<file path="src/rtl/dmem_port_arbiter.sv">
// Arbitrates the single data-memory port between execute (priority) and the loader.
// States: NORM = execute has priority | FORCE = loader owns the port for up to BURST_MAX beats.
module dmem_port_arbiter #(
  parameter int ADDR_W       = 20,
  parameter int LOAD_LATENCY = 1,
  parameter int STARVE_MAX   = 8,
  parameter int BURST_MAX    = 4
) (
  input  logic              i_clk,
  input  logic              i_rst,
  input  logic              i_ex_req,
  input  logic [7:0]        i_ex_we,
  input  logic [ADDR_W-1:0] i_ex_addr,
  input  logic [63:0]       i_ex_wdata,
  output logic              o_ex_stall,
  output logic              o_ex_rvalid,
  output logic [63:0]       o_ex_rdata,
  input  logic              i_ld_req,
  input  logic [7:0]        i_ld_we,
  input  logic [ADDR_W-1:0] i_ld_addr,
  input  logic [63:0]       i_ld_wdata,
  output logic              o_ld_gnt,
  output logic              o_ld_rvalid,
  output logic [63:0]       o_ld_rdata,
  output logic              o_mem_en,
  output logic [7:0]        o_mem_we,
  output logic [ADDR_W-1:0] o_mem_addr,
  output logic [63:0]       o_mem_wdata,
  input  logic [63:0]       i_mem_rdata
);

  localparam int SW = $clog2(STARVE_MAX + 1);
  localparam int BW = (BURST_MAX > 1) ? $clog2(BURST_MAX) : 1;
  localparam logic [SW-1:0] STARVE_LIM = SW'(STARVE_MAX);
  localparam logic [BW-1:0] BEAT_LAST  = BW'(BURST_MAX - 1);

  typedef enum logic {
    ST_NORM  = 1'b0,
    ST_FORCE = 1'b1
  } state_t;

  state_t                r_state;
  state_t                w_state_nxt;
  logic [SW-1:0]         r_starve;
  logic [SW-1:0]         w_starve_nxt;
  logic [BW-1:0]         r_beat;
  logic [BW-1:0]         w_beat_nxt;
  logic                  w_ex_win;
  logic                  w_ld_win;
  logic                  w_push_vld;
  logic [LOAD_LATENCY:0] r_tag_vld;
  logic [LOAD_LATENCY:0] r_tag_ld;

  always_comb begin
    w_state_nxt  = r_state;
    w_beat_nxt   = r_beat;
    w_starve_nxt = '0;
    w_ex_win     = 1'b0;
    w_ld_win     = 1'b0;
    o_ex_stall   = 1'b0;
    if (!i_rst) begin
      case (r_state)
        ST_NORM: begin
          w_ex_win = i_ex_req;
          w_ld_win = !i_ex_req && i_ld_req;
        end
        ST_FORCE: begin
          if (i_ld_req) begin
            w_ld_win   = 1'b1;
            o_ex_stall = i_ex_req;
            if (r_beat == BEAT_LAST) begin
              w_state_nxt = ST_NORM;
              w_beat_nxt  = '0;
            end else begin
              w_beat_nxt = r_beat + BW'(1);
            end
          end else begin
            // Loader went idle mid-burst: hand the slot straight back to execute.
            w_ex_win    = i_ex_req;
            w_state_nxt = ST_NORM;
            w_beat_nxt  = '0;
          end
        end
        default: w_state_nxt = ST_NORM;
      endcase
    end
    if (i_ld_req && !w_ld_win)
      w_starve_nxt = (r_starve == STARVE_LIM) ? r_starve : r_starve + SW'(1);
    if (r_state == ST_NORM && w_starve_nxt == STARVE_LIM)
      w_state_nxt = ST_FORCE;
  end

  assign o_ld_gnt   = w_ld_win;
  assign w_push_vld = (w_ex_win && i_ex_we == 8'h00) || (w_ld_win && i_ld_we == 8'h00);

  always_ff @(posedge i_clk or posedge i_rst) begin
    if (i_rst) begin
      r_state  <= ST_NORM;
      r_starve <= '0;
      r_beat   <= '0;
    end else begin
      r_state  <= w_state_nxt;
      r_starve <= w_starve_nxt;
      r_beat   <= w_beat_nxt;
    end
  end

  always_ff @(posedge i_clk or posedge i_rst) begin
    if (i_rst) begin
      o_mem_en    <= 1'b0;
      o_mem_we    <= 8'h00;
      o_mem_addr  <= '0;
      o_mem_wdata <= '0;
    end else if (w_ex_win) begin
      o_mem_en    <= 1'b1;
      o_mem_we    <= i_ex_we;
      o_mem_addr  <= i_ex_addr;
      o_mem_wdata <= i_ex_wdata;
    end else if (w_ld_win) begin
      o_mem_en    <= 1'b1;
      o_mem_we    <= i_ld_we;
      o_mem_addr  <= i_ld_addr;
      o_mem_wdata <= i_ld_wdata;
    end else begin
      o_mem_en <= 1'b0;
      o_mem_we <= 8'h00;
    end
  end

  // Owner tag travels alongside the command so returns are steered to the issuer.
  always_ff @(posedge i_clk or posedge i_rst) begin
    if (i_rst) begin
      r_tag_vld <= '0;
      r_tag_ld  <= '0;
    end else begin
      r_tag_vld[0] <= w_push_vld;
      r_tag_ld[0]  <= w_ld_win;
      for (int i = 1; i <= LOAD_LATENCY; i++) begin
        r_tag_vld[i] <= r_tag_vld[i-1];
        r_tag_ld[i]  <= r_tag_ld[i-1];
      end
    end
  end

  assign o_ex_rvalid = r_tag_vld[LOAD_LATENCY] && !r_tag_ld[LOAD_LATENCY];
  assign o_ld_rvalid = r_tag_vld[LOAD_LATENCY] && r_tag_ld[LOAD_LATENCY];
  assign o_ex_rdata  = i_mem_rdata;
  assign o_ld_rdata  = i_mem_rdata;

endmodule

</file>
<file path="config.mk">
export PLATFORM = sky130hd
export DESIGN_NAME = dmem_port_arbiter
export DESIGN_NICKNAME = d
export VERILOG_FILES = /design/src/rtl/dmem_port_arbiter.sv
export SDC_FILE = /design/constraint.sdc
export NUM_CORES = 1
export LEC_CHECK = 0
export ABC_AREA = 1
export CORE_AREA = 4 4 185 187
export CTS_BUF_LIST = sky130_fd_sc_hd__clkbuf_4 sky130_fd_sc_hd__clkbuf_8
export CTS_CLUSTER_SIZE = 20
export DETAILED_ROUTE_END_ITERATION = 10
export DIE_AREA = 0 0 189 191
export RECOVER_POWER = 50
export SLEW_MARGIN = 25
export SYNTH_ARGS = -nofsm -noshare
export SYNTH_HDL_FRONTEND = slang
export SYNTH_SLANG_ARGS = --single-unit
</file>
<file path="constraint.sdc">
create_clock -name i_clk -period 3.35 [get_ports i_clk]
set_input_delay 1.005 -clock i_clk [delete_from_list [all_inputs] [get_ports i_clk]]
set_output_delay 1.005 -clock i_clk [all_outputs]
set_load 0.01 [all_outputs]
</file>
* Word-level counts from Yosys, hierarchy flattened
Cells that the tools add are included.
** Storage, ports and cells
- Output and inout port bits :: 225
- Word-level logic and storage cells :: 58
- Flip-flop bits (word level) :: 104
- Input bits :: 252
** Cells by class
- Bitwise operators :: 2
- Reductions and logical operators :: 15
- Equal/unequal tests :: 4
- $add $sub $neg :: 2
- Mux-type cells :: 26
** Operators with widths (count)
- 64-bit 2-to-1 mux :: 2
- 20-bit 2-to-1 mux :: 2
- 8-bit logical NOT :: 2
- 8-bit 2-to-1 mux :: 2
- 1-bit 2-to-1 mux :: 14
- 4-bit == test (second input constant) :: 2
- 4-bit 2-to-1 mux :: 2
- 1-bit logical AND :: 7
- 4-bit by 1-bit adder with 4-bit output (second input constant) :: 1
- 2-bit 2-to-1 mux :: 2
- 1-bit case mux with 2 select lines :: 2
- 1-bit logical NOT :: 3
- 2-bit by 1-bit adder with 2-bit output (second input constant) :: 1
- 2-bit == test (second input constant) :: 1
- 2-bit by 1-bit != test with 1-bit output (second input constant) :: 1
- 1-bit NOT :: 2
- 2-bit AND reduction :: 1
- 2-bit nonzero test :: 1
- 1-bit logical OR :: 1

* Longest topological paths before layout
- Depth in word-level cells :: 10
- Gate-level depth with buffers :: 12
- Depth with buffers taken out :: 12

* Worst setup path before layout
Ideal clock, no wire load.
- Path type :: input-to-output
- From :: in i_rst
- To :: out o_ex_stall
- Setup slack :: -0.176 ns
- Stages on the path :: 3
- Arrival time :: 2.521 ns
- Data required time :: 2.345 ns
- Path buffers :: 0
- Cells stage by stage :: inv_2 nand2_1 nor2_1
** On the way
- Longest elaborated chain between the ends :: 1
** Ends and longest elaborated chain
- start: declaration :: line 10 : input logic i_rst,
- 1-bit 2-to-1 mux :: line 61 : if (!i_rst) begin
- end: declaration :: line 15 : output logic o_ex_stall,
Every way passes these cells.

* Worst setup path in the final report
- From :: in i_ex_req
- To :: out o_ex_stall
** On the way
- Longest elaborated chain between the ends :: 3
** Ends and longest elaborated chain
- start: declaration :: line 11 : input logic i_ex_req,
- 1-bit 2-to-1 mux :: line 68 : if (i_ld_req) begin
- 1-bit 2-to-1 mux :: line 62 : case (r_state)
- 1-bit 2-to-1 mux :: line 61
Every way passes these cells.

==> out/results.txt <==
Post-synthesis cell area: 5670 um2
Level count of the clock H-tree: 3
Startpoint-to-endpoint class of the critical path: in2out
Vias in the first global route: 5116
Cell at the root of the clock tree: sky130_fd_sc_hd__clkbuf_8
Fraction of power consumed by sequential logic: 39.2%
Post-synthesis adder-cell area fraction: 0.662%
Sum of net half-perimeters after detailed placement: 16900 um
Clock latency on the worst-skew pair: 0.39 ns
Total inserted antenna cells: 0
Final Hold Fails: 0
Placer congestion estimate: 0.792
Endpoint arrival time on the critical path: 2.26 ns
Total nets after synthesis: 946
Minimum setup slack after placement: -0.00849 ns
Number of buffers added by the clock tree synthesis step: 9
Final clock skew: 0.0101 ns
Upper clock frequency limit: 0.306 GHz
GR Layer Usage met2: 19.4%
Synthesized-area fraction occupied by and/or/nand/nor cells: 20.7%
I/O pin count: 477
Area share of xor/xnor cells in the synthesized design: 0%
Share of synthesized registers carrying an async set or reset: 100%
Primary FF master, synth: sky130_fd_sc_hd__dfrtp_1
Layout cell share with drive strength beyond 1: 4.72%
Clock tree from TritonCTS: yes
Worst hold-check path type: reg2reg
Worst path setup slack after routing: 0.0865 ns
CTS sink cnt: 104
Standard cell core area: 32500 um2
Number of cell rows: 66
Number of enable-type register cells in the synthesized netlist: 0
First-pass GRT wire length: 31400 um
Number of max-cap violations: 0
Most common cell after layout, fill and taps aside: sky130_fd_sc_hd__clkdlybuf4s50_1
Result of the run: complete, no violations
Final core area utilization: 25.5%
Starting DRT DRC Count: 191
Count of nets after finishing: 1097
Critical path fanouts, max: 3
Register Area: 2600 um2
Die W: 189 um
Met1 Track Usage GR: 12.2%
Busiest grt layer: met2
Initial antenna violation count: 0
Die Span Y: 191 um
Number of buffer cells added on primary ports: 284
Largest family of logic cells by synthesized area: buffers and inverters
Starting density of the core: 17.5%
Setup repair after global routing missed its margin: false
Commonest cells after routing, fill and taps aside: 275 x sky130_fd_sc_hd__clkdlybuf4s50_1, 194 x sky130_fd_sc_hd__nand2_1, 104 x sky130_fd_sc_hd__dfrtp_1
Worst R2R Setup Slack: 0.93 ns
Number of distinct library cells after synthesis: 26
Global route overflow: 0
Family with the most delay on the worst path: buffers and inverters
Post-synthesis instance total: 691
Sum of routed wire length over all layers: 21600 um
Clock network fraction of design power: 19.2%
Part of the Yosys area used for sequential elements: 45.9%
Number of buffers and inverters on the critical path: 2
Register clock-pin slew on the reported worst setup and hold paths: 0.11 ns
Tightest slew margin relative to the limit: 16.7%
Crit. End Element: output port
Cell Chain, Critical Path: dlygate4sd3_1 -> nand2_1 -> nor2_1 -> clkdlybuf4s50_1
Biggest cell delay along the critical path: 0.57 ns
Mux contribution to synthesized area: 0%
Overall power: 4.64 mW
Launching element type of the critical path: input pin
Power Density: 561 nW/um2
Number of optimization iterations in the first detailed-route pass: 4
Switching share of total power: 34.4%
Synthesized area per cell: 8.20 um2
Final-layout worst hold slack: 0.377 ns
Number of warning messages in the yosys log: 0
Layout-stage area growth over the synthesis result: 46.1%
Drc violations: 0
Internal Pwr Total: 3.05 mW
Count of state elements after synthesis: 104
Switching Power: 1.60 mW
Fill cell instance count of the final layout: 3540
Final Max Slew Viols: 0
Number of nets still failing antenna checks after routing: 0
Count of endpoints failing setup in the final report: 0
Leakage component of the power: 3.38 nW
Total global-route track usage: 11.4%
Drt wl/cell: 16.7 um
Pin count of the biggest net entering global routing: 60
Via count: 5041
Global-route met3 utilization: 4.49%
Share of the synthesized area in compound gates (AO/OA/AOI/OAI): 10.8%
Area of the multi-input gates: 1800 um2
Period utilisation layout: 97.4%
Worst vdd rail ir drop: 191 uV
Library cell contributing the largest single delay on the critical path: sky130_fd_sc_hd__dlygate4sd3_1
Period minus WS final: 3.26 ns
Postcts setup bufs: 0
Total Die Area: 36100 um2
Maximum clock path buffer count: 2
Via-per-instance ratio: 3.91
Part of the power in combinational logic: 41.6%
Slew of the pin with the lowest slew margin: 1.25 ns
CP Data Required Time: 2.34 ns
-- synthesized netlist by cell type (2+ instances only) --
cell type | n | area, um2
sky130_fd_sc_hd__a31oi_1 | 84 | 526
sky130_fd_sc_hd__a32o_1 | 2 | 20.0
sky130_fd_sc_hd__buf_2 | 25 | 125
sky130_fd_sc_hd__buf_4 | 131 | 983
sky130_fd_sc_hd__buf_6 | 2 | 22.5
sky130_fd_sc_hd__clkbuf_1 | 7 | 26.3
sky130_fd_sc_hd__dfrtp_1 | 104 | 2600
sky130_fd_sc_hd__ha_1 | 3 | 37.5
sky130_fd_sc_hd__inv_1 | 20 | 75.1
sky130_fd_sc_hd__nand2_1 | 194 | 728
sky130_fd_sc_hd__nand3_1 | 5 | 25.0
sky130_fd_sc_hd__nand4_1 | 2 | 12.5
sky130_fd_sc_hd__nor2_1 | 92 | 345
sky130_fd_sc_hd__nor4_1 | 2 | 12.5
sky130_fd_sc_hd__o21ai_0 | 7 | 35.0
-- state kept, by name (all words and copies together) (netlist names) --
name         flops
o_mem_wdata     64
o_mem_en         1
r_starve         4
o_mem_addr      20
r_tag_ld         2
r_beat           2
r_tag_vld        2
o_mem_we         8
r_state          1
-- power by group through the flow --
stage	combinational [mW]	sequential, mW	clock (mW)
floorplan	0.762	1.99	0
global placement	1.99	1.84	0
detailed placement	2.01	1.86	0
finish	1.93	1.82	0.891
CTS	2.01	1.83	0.948
global route	2.10	1.88	0.995
-- repair_timing --
item / in CTS / in global routing
hold buffers: 0 / 0
cloned: 0 / 0
gates resized for setup: 1 / 1
setup endpoints to repair: 1 / 1
hold endpoints to repair: 0 / 0
-- layout make-up --
type,count,area share [%]
Tap cell,442,6.68
Sequential cell,104,31.4
Clock buffer,11,1.83
Timing Repair Buffer,306,36.6
Inverter,21,0.982
Clock inverter,5,0.771
Multi-Input combinational cell,400,21.8
-- logic make-up after synthesis --
family / count (synthesis)
AO/OA/AOI/OAI: 96
flip-flops: 104
adder cells (fa/ha/maj): 3
AND/OR/NAND/NOR: 301
buffers and inverters: 187
-- final timing paths --
| check | end | depth (start not counted) | startpoint |
|---|---|---|---|
| setup reg to reg | o_mem_addr[12] | 8 | r_state |
| setup / recovery | o_ex_stall | 4 | i_ex_req |
| hold reg to reg | r_tag_vld[1] | 0 | r_tag_vld[0] |
| max in group asynchronous | o_mem_wdata[45] | 5 | i_rst |
| min in group asynchronous | r_starve[3] | 4 | i_rst |
| hold / removal | r_tag_vld[1] | 0 | r_tag_vld[0] |
-- metrics by stage --
stage | setup TNS [ns] | std cells | cell area (um2)
6_report | 0 | 1289 | 8280
5_1_grt | 0 | 1289 | 8280
4_1_cts | 0 | 1289 | 8350
3_5_place_dp | -0.00849 | 1273 | 8140
3_3_place_gp | 0 | 1273 | 8140
2_1_floorplan | 0 | 691 | 5670
-- routing by layer --
metal | vias to the layer above | routed length, um
li1 | 2406 | -
met1 | 2311 | 7960
met2 | 250 | 10500
met3 | 74 | 2130
met4 | 0 | 1010
met5 | - | 0
(Power assumes the default switching activity.)
